**src/rtl/encoder_16_to_4_seq_if.sv**
```systemverilog
// Handshake bundle for the sequential 16-to-4 encoder.
// Slave side is the encoder; master side feeds vectors and takes codes.
interface encoder_16_to_4_seq_if;
  logic        in_valid;
  logic        in_ready;
  logic [15:0] d;
  logic        out_valid;
  logic        out_ready;
  logic [3:0]  out;
  logic        last;
  logic [4:0]  count;
  logic        zero;

  modport slave (
    input  in_valid, d, out_ready,
    output in_ready, out_valid, out, last, count, zero
  );

  modport master (
    output in_valid, d, out_ready,
    input  in_ready, out_valid, out, last, count, zero
  );
endinterface

```
**src/rtl/encoder_16_to_4_seq.sv**
```systemverilog
// Sequential 16-to-4 priority encoder: accepts a request vector and
// streams the index of every set bit, highest first, one per handshake.
module encoder_16_to_4_seq (
  input logic                   clk,
  input logic                   rst,
  input logic                   en,
  encoder_16_to_4_seq_if.slave  bus
);

  typedef enum logic {IDLE, SCAN} state_t;

  state_t      state;
  logic [15:0] pend;
  logic [4:0]  cnt;
  logic        zero_q;

  logic [3:0]  idx;
  logic [4:0]  pop;
  logic        one_hot;
  logic        accept;
  logic        take;

  always_comb begin
    idx = '0;
    for (int i = 0; i < 16; i++)
      if (pend[i]) idx = 4'(i);
  end

  always_comb begin
    pop = '0;
    for (int i = 0; i < 16; i++)
      pop = pop + 5'(bus.d[i]);
  end

  // clearing the lowest set bit leaves zero only for a single-bit pend
  assign one_hot = (pend != 16'd0) &&
                   ((pend & (pend - 16'd1)) == 16'd0);

  assign bus.in_ready  = en & (state == IDLE);
  assign bus.out_valid = en & (state == SCAN);
  assign bus.out       = idx;
  assign bus.last      = one_hot;
  assign bus.count     = cnt;
  assign bus.zero      = zero_q;

  assign accept = bus.in_valid & bus.in_ready;
  assign take   = bus.out_valid & bus.out_ready;

  always_ff @(posedge clk or posedge rst) begin
    if (rst) begin
      state  <= IDLE;
      pend   <= '0;
      cnt    <= '0;
      zero_q <= 1'b0;
    end else if (en) begin
      zero_q <= accept && (bus.d == 16'd0);
      unique case (state)
        IDLE: begin
          if (accept) begin
            cnt <= pop;
            if (bus.d != 16'd0) begin
              pend  <= bus.d;
              state <= SCAN;
            end
          end
        end
        SCAN: begin
          if (take) begin
            pend <= pend & ~(16'd1 << idx);
            if (one_hot) state <= IDLE;
          end
        end
      endcase
    end
  end

endmodule

```
**src/flat_wrapper.sv**
```systemverilog
// flat-port wrapper written by rule: the top's interface ports become plain ports
module encoder_16_to_4_seq_flat 
  (clk, rst, en, bus_in_valid, bus_d, bus_out_ready, bus_in_ready, bus_out_valid, bus_out, bus_last, bus_count, bus_zero);
  encoder_16_to_4_seq_if bus_i ();
  input logic clk;
  input logic rst;
  input logic en;
  input wire logic [$bits(bus_i.in_valid)-1:0] bus_in_valid;
  input wire logic [$bits(bus_i.d)-1:0] bus_d;
  input wire logic [$bits(bus_i.out_ready)-1:0] bus_out_ready;
  output wire logic [$bits(bus_i.in_ready)-1:0] bus_in_ready;
  output wire logic [$bits(bus_i.out_valid)-1:0] bus_out_valid;
  output wire logic [$bits(bus_i.out)-1:0] bus_out;
  output wire logic [$bits(bus_i.last)-1:0] bus_last;
  output wire logic [$bits(bus_i.count)-1:0] bus_count;
  output wire logic [$bits(bus_i.zero)-1:0] bus_zero;
  assign bus_i.in_valid = bus_in_valid;
  assign bus_i.d = bus_d;
  assign bus_i.out_ready = bus_out_ready;
  assign bus_in_ready = bus_i.in_ready;
  assign bus_out_valid = bus_i.out_valid;
  assign bus_out = bus_i.out;
  assign bus_last = bus_i.last;
  assign bus_count = bus_i.count;
  assign bus_zero = bus_i.zero;
  encoder_16_to_4_seq u_core (.clk(clk), .rst(rst), .en(en), .bus(bus_i));
endmodule
```
**config.mk**
```make
export PLATFORM = sky130hd
export DESIGN_NAME = encoder_16_to_4_seq_flat
export DESIGN_NICKNAME = d
export VERILOG_FILES = /design/src/rtl/encoder_16_to_4_seq_if.sv /design/src/rtl/encoder_16_to_4_seq.sv /design/src/flat_wrapper.sv
export SDC_FILE = /design/constraint.sdc
export NUM_CORES = 1
export LEC_CHECK = 0
export ABC_AREA = 1
export CORE_ASPECT_RATIO = 1.25
export CORE_MARGIN = 3
export CORE_UTILIZATION = 60
export CTS_BUF_LIST = sky130_fd_sc_hd__clkbuf_8
export DETAILED_ROUTE_END_ITERATION = 6
export GPL_TIMING_DRIVEN = 0
export PLACE_DENSITY = 0.89
export SYNTH_ARGS = -nofsm -noshare
export SYNTH_HDL_FRONTEND = slang
export SYNTH_SLANG_ARGS = --single-unit
```
**constraint.sdc**
```tcl
create_clock -name clk -period 2.85 [get_ports clk]
set_input_delay 0.57 -clock clk [delete_from_list [all_inputs] [get_ports clk]]
set_output_delay 0.57 -clock clk [all_outputs]
set_load 0.005 [all_outputs]
```
# Word-level counts from Yosys, hierarchy flattened
# Index checks and enable logic that the tools add are counted.
# word_totals
register_bits,23
input_bits,21
output_inout_bits,13
word_cells,64
# op_classes
n_addsub,16
n_eq_ne,3
shifts,1
muxes,24
n_bitwise,8
reduce_logical,8
# ops
cell,n
adder 5 x 1 -> 5 bit,14
2-to-1 mux 4 bit,14
2-to-1 mux 16 bit,3
bitwise AND 16 bit,2
logical NOT 16 bit,2
one-hot mux 16 bit (2 select lines),1
nonzero test 16 bit,2
NOT 16 bit,1
left shift 1 x 4 -> 16 bit (first input constant),1
subtractor 16 x 1 -> 16 bit (second input constant),1
2-to-1 mux 1 bit,5
bitwise AND 1 bit,4
inequality test 2 bit (second input constant),2
AND reduction 4 bit,1
AND reduction 3 bit,1
adder 1 x 1 -> 2 bit,1
logical AND 1 bit,2
inequality test 2 x 1 -> 1 bit (second input constant),1
one-hot mux 1 bit (2 select lines),1
NOT 1 bit,1

# Logic depth before layout (Yosys ltp)
# Gate-level depths: netlist (run 1).
# depth
depth_word,20
mapped_depth,18
ltp_nobuf,18

# Least setup slack after synthesis (run 1)
# OpenSTA, ideal clock, no wires.
# synth_path
path_kind,in2reg
startpoint,input port bus_d[0]
endpoint,"register u_core.cnt[4], in the netlist u_core.bus.count[4]"
arrival_ns,3.863
t_required_ns,2.785
setup_slack_ns,-1.078
cell_stages,12
path_cell_list,inv_1 -> ha_1 -> inv_1 -> fa_1 -> fa_1 -> fa_1 -> fa_1 -> fa_1 -> fa_1 -> o21ai_0 -> nand3_1 -> nand2_1
# synth_between
elab_chain_cells,15
# synth_lines
element,line_no,source
from (decl),flat_wrapper.sv:9,input wire logic [$bits(bus_i.d)-1:0] bus_d;
adder 1 x 1 -> 2 bit,encoder_16_to_4_seq.sv:32,pop = pop + 5'(bus.d[i]);
adder 5 x 1 -> 5 bit (14 in series),encoder_16_to_4_seq.sv:32,
to (signal assigned),encoder_16_to_4_seq.sv:60,cnt <= pop;
to (decl),encoder_16_to_4_seq.sv:14,logic [4:0] cnt;
# Every way passes these cells.
# A chain may end at the register's enable or synchronous reset.

# Worst setup path after layout (run 1)
# layout_path
startpoint,input port bus_d[1]
endpoint,"register u_core.cnt[2], in the netlist u_core.bus.count[2]"
# The elaborated chain is that of the path after synthesis.

==> results of run 1 <==
metal layers:
layer	up-vias	track usage (%)	wire [um]
li1	948	-	-
met1	944	35.2	2100
met2	65	43.8	2780
met3	19	2.92	225
met4	0	10.6	190
met5	-	0	0
worst max path at each step:
stage	to	slack, ns
after floorplan	u_core.bus.count[2]$_DFFE_PP0P_	-0.92
after global placement	u_core.bus.count[2]$_DFFE_PP0P_	-1.69
after detailed placement	u_core.bus.count[2]$_DFFE_PP0P_	-1.73
after CTS	u_core.bus.count[2]$_DFFE_PP0P_	-1.00
after global routing	u_core.bus.count[3]$_DFFE_PP0P_	-0.96
final	u_core.bus.count[2]$_DFFE_PP0P_	-0.89
power by group:
part	switching [mW]	internal [mW]	leakage [nW]	total, mW
combinational	0.819	0.615	1.09	1.43
clock	0.102	0.0962	0.0269	0.198
sequential	0.109	0.455	0.267	0.565
total	1.03	1.17	1.38	2.20
worst max-delay path, cell delays in order:
cell	delay, ns
sky130_fd_sc_hd__buf_8	0.09
sky130_fd_sc_hd__inv_8	0.03
sky130_fd_sc_hd__ha_4	0.24
sky130_fd_sc_hd__inv_2	0.03
sky130_fd_sc_hd__fa_1	0.49
sky130_fd_sc_hd__fa_1	0.46
sky130_fd_sc_hd__fa_1	0.55
sky130_fd_sc_hd__fa_1	0.44
sky130_fd_sc_hd__fa_2	0.37
sky130_fd_sc_hd__fa_2	0.38
sky130_fd_sc_hd__xor2_2	0.17
sky130_fd_sc_hd__o21ai_1	0.12
placed cells by master (no fill, tap or decap), types with 2 or more instances in the layout:
cell	instances
sky130_fd_sc_hd__inv_1	47
sky130_fd_sc_hd__nand2_1	40
sky130_fd_sc_hd__clkdlybuf4s50_1	25
sky130_fd_sc_hd__dfrtp_1	23
sky130_fd_sc_hd__a21oi_1	18
sky130_fd_sc_hd__nor2_1	14
sky130_fd_sc_hd__nand3_1	14
sky130_fd_sc_hd__buf_4	12
sky130_fd_sc_hd__inv_2	10
sky130_fd_sc_hd__nand4_1	9
sky130_fd_sc_hd__fa_1	8
sky130_fd_sc_hd__a22oi_1	6
sky130_fd_sc_hd__ha_1	6
sky130_fd_sc_hd__nor2_2	5
sky130_fd_sc_hd__nand2_2	5
sky130_fd_sc_hd__o21ai_1	5
sky130_fd_sc_hd__nand2_4	4
sky130_fd_sc_hd__o21ai_0	4
sky130_fd_sc_hd__nand3_2	4
sky130_fd_sc_hd__a21oi_2	4
sky130_fd_sc_hd__a31oi_1	3
sky130_fd_sc_hd__buf_2	3
sky130_fd_sc_hd__o21bai_1	3
sky130_fd_sc_hd__clkbuf_8	3
sky130_fd_sc_hd__nor2_4	2
sky130_fd_sc_hd__nor2_8	2
sky130_fd_sc_hd__o22ai_1	2
sky130_fd_sc_hd__fa_2	2
sky130_fd_sc_hd__buf_8	2
sky130_fd_sc_hd__clkdlybuf4s15_1	2
sky130_fd_sc_hd__dlygate4sd2_1	2
flip-flops by register name (all words and copies together) (netlist names):
name and count:
u_core.bus.zero 1, u_core.bus.count 5, u_core.pend 16, u_core.state 1
cells by family after synthesis:
| logic type | count (synthesis) |
|---|---|
| xor+xnor | 2 |
| compound gates | 52 |
| flops | 23 |
| buf+inv | 65 |
| simple gates | 103 |
| fa+ha+maj | 17 |
repair_timing:
action | 4_1_cts | 5_1_grt
endpoints found under the setup margin | 6 | 6
pin swaps | 11 | 14
resized for setup | 22 | 16
buffers inserted | 7 | 4
layout make-up:
type / count / area, um2
Fill cell: 189 / 480
Clock buffer: 3 / 41.3
Tap cell: 36 / 45.0
Inverter: 59 / 234
Sequential cell: 23 / 576
Multi-Input combinational cell: 174 / 1250
Timing Repair Buffer: 44 / 418
Clock inverter: 1 / 3.75
Buffer: 6 / 30.0
per-stage QoR:
stage	setup WS [ns]	hold slack, ns
floorplan	-0.917	0.472
global placement	-1.69	0.467
detailed placement	-1.73	0.481
CTS	-1.00	0.512
global route	-0.957	0.533
finish	-0.888	0.505
==> impl.org, run 1 <==
** Yosys
- Largest cells by area after synthesis :: sky130_fd_sc_hd__dfrtp_1 (29%), sky130_fd_sc_hd__fa_1 (9.9%), sky130_fd_sc_hd__inv_1 (9.7%)
- Summing the areas of all and, or, nand and nor instances in the mapped netlist gives between 20% and 30% of the synthesized area.
- Cell variety after synth :: 39
- Warnings, synthesis :: 0
- Share of the synthesized area in the top cell type :: 28.5%
- Average cell area after synthesis :: just under 8 um2
- Mapped Nets :: 300
- Summing the areas of all fa, ha and maj instances in the mapped netlist gives 14.3% of the synthesized area.
- The most used flip-flop cell after synthesis is sky130_fd_sc_hd__dfrtp_1.
- Proportion of synthesized chip area in sequential cells :: 28.5%
- Cell accounting for the most synthesized area :: sky130_fd_sc_hd__dfrtp_1
- Counting flops with an async set or reset pin after synthesis yields a share of 100%.
- Xor and xnor area share after synthesis :: less than 1%
- After synthesis the cells add up to 0.00202 mm2.
- Flop and latch count out of synthesis :: 23
- The synthesized design contains 0 enable-type register cells.
- In the post-synthesis netlist, the cell with the most instances is sky130_fd_sc_hd__inv_1.
- Main combinational cell family by area after synthesis :: simple AND/OR/NAND/NOR gates
- By count the netlist is led by sky130_fd_sc_hd__inv_1 (52), sky130_fd_sc_hd__nand2_1 (41), sky130_fd_sc_hd__dfrtp_1 (23), sky130_fd_sc_hd__a21oi_1 (18), sky130_fd_sc_hd__nor2_1 (15).
- Multiplexer cells account for 0% of the synthesized area.
- The synthesized netlist devotes between 10% and 20% of its cell area to compound gates.
- The cell count after synthesis came out at approximately 260.

** Job
- Max-cap violations in this run came to 0.

** Timing
- Slew Limit Headroom :: 40.7%
- Period minus WS final :: 3.74 ns
- The final number of hold-violating endpoints was 0.
- Number of setup violations in the final report :: 5
- RSZ-0062 raised after global routing :: true
- In the post-route analysis, the smallest setup slack over all paths is -0.888 ns.
- Dividing the final minimum period by the clock period gives 131%.
- Setup total negative slack :: -3.91 ns
- Timing would allow up to 0.268 GHz.
- Worst Clk Skew :: approximately 0.0019 ns
- The number of slew-limit violations in the final report is 0.
- Slew at the pin with the worst max-slew slack :: 0.889 ns

** Clock tree
- Cell chosen for the clock root :: sky130_fd_sc_hd__clkbuf_8
- Count of clock tree sinks :: 23
- Later-pin clock latency in the skew report :: 0.26 ns
- Number of hold buffers added after CTS :: 0
- # H-tree levels :: 1
- CTS clk-pin slew, worst paths :: about 0.080 ns
- TritonCTS built the clock tree.
- Inserted Clock Buffers :: 3
- CTS Buffer Depth :: 2

** Min path
- Worst hold path endpoint :: u_core.bus.count[2]$_DFFE_PP0P_
- The worst hold path was traced through 2 stages.
- The path class of the tightest hold or removal check is reg2reg.
- The startpoint identified for the worst hold timing path is u_core.bus.count[2]$_DFFE_PP0P_.

** Global routing
- Via count of the first global-routing pass :: around 1.8k
- Pin count of the biggest net entering global routing :: 24
- Across every metal layer, demand over resource in global routing totals roughly a quarter.
- The first global-routing pass estimated between 8000 and 9000 um of wire.
- The initial antenna violation count was 0.
- For this run the aggregate overflow at the end of global routing stands at 0.

** Routing
- Number of detailed-route iterations in the first pass :: 4
- The final route contains 1976 vias.
- In this run, the number of DRC markers left after iteration 0 of detailed routing was 123.
- In the routed layout, each cell is associated on average with a via count of about 5.7.
- For this run, design rule violations remaining after detail routing come to 0.
- Detailed-route wire length per cell :: about 15 um
- Routed Wire Length :: roughly 5300 um
- Number of antenna-violating nets in the routed design :: 0

** Floorplan
- Initial cell density of the core :: 65.5%
- Placeable core area :: 0.00308 mm2
- Die outline height :: 70.9 um
- After floorplanning, the core was divided into 22 placement rows.
- The floorplan step set the die width to 57.9 um.
- The die covers just over 0.004 mm2.
- Number of I/O pins :: 34

** Placement
- Gpl congestion :: 0.877
- Input/output buffers :: 33
- # placed instances :: 331
- After detailed placement, the total cell area comes to 0.00242 mm2.
- Detailed-placement wirelength estimate :: 4140 um

** Layout
- Number of diodes :: 0
- Post-layout net count :: 349
- Cells fill 84.4% of the core in the end.
- Relative to the synthesized area, the layout overhead comes to 28.9%.
- Once layout is done, the placed cells without fillers occupy 0.00260 mm2.
- Fraction of layout instances using a drive strength above 1 :: 22.3%
- The finished layout holds ~350 standard cells, fillers aside.

** Outcome
- Run status :: complete, but fails checks
- The checks that failed: negative setup slack.

** Pwr
- Power Density :: 844 mW/mm2
- Total design power :: 2.20 mW
- The worst-case IR drop observed on VDD is around 0.00064 V.
- For this design the static power due to leakage is 1.38 nW.

** Setup path
- Of all nets on the critical path, the largest fanout is 2.
- The most critical setup path has its startpoint at bus_d[1].
- Crit Reg-Reg Endpoint :: u_core.state$_DFFE_PP0P_
- R2R Path Start :: u_core.pend[2]$_DFFE_PP0P_
- Reg-to-reg setup timing slack :: 0.98 ns
- STA classifies the critical path endpoint as a flip-flop.
- Critical path launch point type :: input pin
- Endpoint arrival time on the critical path :: 3.93 ns
- Critical path start-end classification :: in2reg
- Measured in cells, the most critical reg-to-reg path has a length of 11.
- Critical path required time :: 3.04 ns
Power figures use the tool's default switching activity.
==> run 2: changes to the inputs <==
--- a/config.mk
+++ b/config.mk
@@ -6,13 +6,17 @@
 export NUM_CORES = 1
 export LEC_CHECK = 0
 export ABC_AREA = 1
+export CELL_PAD_IN_SITES_DETAIL_PLACEMENT = 0
+export CELL_PAD_IN_SITES_GLOBAL_PLACEMENT = 1
 export CORE_ASPECT_RATIO = 1.25
 export CORE_MARGIN = 3
-export CORE_UTILIZATION = 60
+export CORE_UTILIZATION = 43
 export CTS_BUF_LIST = sky130_fd_sc_hd__clkbuf_8
 export DETAILED_ROUTE_END_ITERATION = 6
 export GPL_TIMING_DRIVEN = 0
-export PLACE_DENSITY = 0.89
+export PLACE_DENSITY_LB_ADDON = 0.1
+export SLEW_MARGIN = 15
 export SYNTH_ARGS = -nofsm -noshare
 export SYNTH_HDL_FRONTEND = slang
 export SYNTH_SLANG_ARGS = --single-unit
+export TNS_END_PERCENT = 10
==> impl.org, run 2 (synthesized netlist as in run 1, its figures left out) <==
** Floorplan
- Number of I/O pins :: 34 (unchanged)
- The placeable core region is 0.00446 mm2 (+45%).
- The die width is 67.3 um (+16%).
- Total number of placement rows :: 27 (+23%)
- The die span in y is 82.6 um (+17%).
- The initial standard-cell utilization of the core is 45.3% (-20 points).
- The area of the die is 0.00556 mm2 (+36%).

** Layout
- Number of diodes :: 0 (unchanged)
- Leaving out fill and tap cells, the most frequent cell in the layout is sky130_fd_sc_hd__inv_1.
- Highest-count cells in the layout ignoring fill and taps :: sky130_fd_sc_hd__inv_1 (48), sky130_fd_sc_hd__nand2_1 (41), sky130_fd_sc_hd__clkdlybuf4s50_1 (25), sky130_fd_sc_hd__dfrtp_1 (23), sky130_fd_sc_hd__a21oi_1 (18)
- Register bank with the most flops :: u_core.pend
- Fraction of layout instances using a drive strength above 1 :: 19.5% (-2.7 points)
- From synthesis to final layout, the design area changed by 26.2%.
- Fraction of the core area covered by cells at the end of the flow :: 57.2% (-27 points)
- Post-layout net count :: 341 (-2.3%)
- Number of flip-flops under the largest register name :: 16 (unchanged)

** Pwr
- The sequential share of power is 28.2% (+2.5 points).
- LEAKAGE :: 1.33 nW (-3.6%)
- The combinational fraction of design power is 61.6% (-3.7 points).
- Switching component of the power :: 0.961 mW (-6.8%)
- The clock share of power is 10.3% (+1.3 points).
- The cell-internal power is 1.08 mW (-7.1%).
- The sum of internal, switching and leakage power came to 2.04 mW (-7.0%).
- The worst vdd rail ir drop was 0.000385 V (-40%).
- Power Density :: 802 mW/mm2 (-5.0%)
- The switching portion of total power came to 47.0% (+0.10 points).

** Routing
- Routed via count :: 1832 (-7.3%)
- Number of antenna-violating nets in the routed design :: 0 (unchanged)
- Detailed-route wire length per cell :: 14.6 um (-4.9%)
- The number of design-rule violations left by the first detailed-router iteration is 37 (-70%).
- The number of vias per cell after detailed routing is 5.09 (-11%).
- Routed Wire Length :: 5240 um (-1.0%)
- Detailed-route DRC error count :: 0 (unchanged)
- The count of TritonRoute iterations in the first routing pass was 4 (unchanged).

** Timing
- The final worst slack came to -0.792 ns (+0.0966 ns).
- Final hold vios :: 0 (unchanged)
- The number of slew-limit violations in the final report came to 0 (unchanged).
- The worst-margin pin slew came to 0.894 ns (+0.00499 ns).
- The maximum clock skew at final layout is 0.00355 ns (+0.00166 ns).
- The count of final setup violators came to 6 (+1).
- Setup repair after global routing could not meet its margin everywhere.
- Period minus WS final :: 3.64 ns (-0.0966 ns)
- Fmax achieved :: 0.275 GHz (+2.7%)
- Tcrit/Tclk final :: 128% (-3.4 points)
- The worst slack on hold paths was 0.495 ns (-0.0104 ns).
- Slew Limit Headroom :: 40.4% (-0.33 points)
- Setup total negative slack :: -3.58 ns (+0.330 ns)

** Placement
- Detailed-placement wirelength estimate :: 4320 um (+4.2%)
- The last weighted congestion value of the routability-driven placer is 0.803 (-8.4%).
- Post-placement setup slack :: -1.68 ns (+0.0462 ns)
- Input/output buffers :: 33 (unchanged)

** Setup path
- Critical path launch point type :: input pin
- Walking the worst path, the cells encountered are buf_8, inv_4, ha_4, inv_2, fa_1, fa_2, fa_1, fa_1, fa_2, fa_2, xor2_1, o21ai_1.
- The worst path required time is 3.06 ns (+0.02 ns).
- Slowest stage delay, CP :: 0.55 ns (about the same)
- CP max FO :: 2 (unchanged)
- Top delay family on crit path :: adder cells
- The arrival time at the worst endpoint came to 3.85 ns (-0.08 ns).
- Worst Path Buf+Inv :: 3 (unchanged)
- Master of the slowest instance on the critical path :: sky130_fd_sc_hd__fa_2
- STA classifies the critical path endpoint as a flip-flop.
- The critical path is of the in2reg type.

** Clock tree
- The number of CTS-inserted buffers was 3 (unchanged).
- CTS Buffer Depth :: 2 (unchanged)
- Cell chosen for the clock root :: sky130_fd_sc_hd__clkbuf_8
- The total number of clock tree sinks came to 23 (unchanged).
- TritonCTS clock tree :: built
- Later-pin clock latency in the skew report :: 0.27 ns (about the same)
- The count of hold buffers inserted by post-cts repair was 0 (unchanged).
- CTS clk-pin slew, worst paths :: 0.09 ns (about the same)
- The number of H-tree branching levels was 1 (unchanged).

** Outcome
- Run status :: complete, but fails checks
- Violated checks :: negative setup slack

** Global routing
- Aggregate global-route resource usage :: 20.4% (-6.1 points)
- The global route total overflow came to 0 (unchanged).
- The initial antenna violation count is 0 (unchanged).
- Pin count of the biggest net entering global routing :: 24 (unchanged)
- The first-pass GRT wire length was 8570 um (+2.6%).
- The via count of the first global-routing pass is 1809 (-1.0%).

** Min path
- Kind of path behind the tightest hold check :: reg2reg

** Job
- The number of max-cap violations came to 0 (unchanged).
run 2: worst min-delay path: stages, from the launching register on:
cell,delay [ns]
sky130_fd_sc_hd__dfrtp_1,0.36
sky130_fd_sc_hd__nand2_1,0.05
sky130_fd_sc_hd__nand2_1,0.05
run 2: layer usage:
layer / vias to the layer above / part of all wire [%] / global-route usage [%]
met5: - / 0 / 0
met4: 0 / 1.4 / 5.27
met3: 6 / 1.9 / 1.62
met2: 33 / 55 / 38.2
met1: 869 / 41 / 24.9
li1: 924 / - / -
run 2: final timing paths:
check	from	to	slack, ns	cells past startpoint
max in group asynchronous	rst	u_core.pend[5]$_DFFE_PP0P_	1.51	2
worst min-delay path	u_core.bus.count[4]$_DFFE_PP0P_	u_core.bus.count[4]$_DFFE_PP0P_	0.49	2
worst max-delay path	bus_d[0]	u_core.bus.count[2]$_DFFE_PP0P_	-0.79	12
worst min register to register	u_core.bus.count[4]$_DFFE_PP0P_	u_core.bus.count[4]$_DFFE_PP0P_	0.49	2
worst max register to register	u_core.pend[13]$_DFFE_PP0P_	u_core.pend[10]$_DFFE_PP0P_	0.93	8
min in group asynchronous	rst	u_core.bus.count[3]$_DFFE_PP0P_	0.78	2
run 2: area by class of cell:
class	instances	area [um2]
clock buffers	3	41.3
multi-input cells	174	1240
plain buffers	6	30.0
fillers	438	1910
clock inverters	1	5.00
well taps	58	72.6
flip-flops and latches	23	576
inverters	59	226
repair buffers	36	357
run 2: what timing repair did:
item                       4_1_cts  5_1_grt
pin swaps                       13        9
gates resized for setup         30        8
setup endpoints to repair        6        7
buffers inserted                 2        1
hold endpoints to repair         0        0
run 2: per-stage QoR:
step | instance area (um2) | std cells
6_report | 2550 | 360
5_1_grt | 2550 | 360
4_1_cts | 2530 | 359
3_5_place_dp | 2430 | 353
3_3_place_gp | 2430 | 353
2_1_floorplan | 2020 | 262
run 2: power groups by stage:
stage,clock [mW],combinational [mW],sequential [mW]
4_1_cts,0.211,1.26,0.573
2_1_floorplan,0,0.866,0.552
5_1_grt,0.223,1.42,0.594
3_3_place_gp,0,1.20,0.577
3_5_place_dp,0,1.21,0.576
6_report,0.210,1.26,0.576
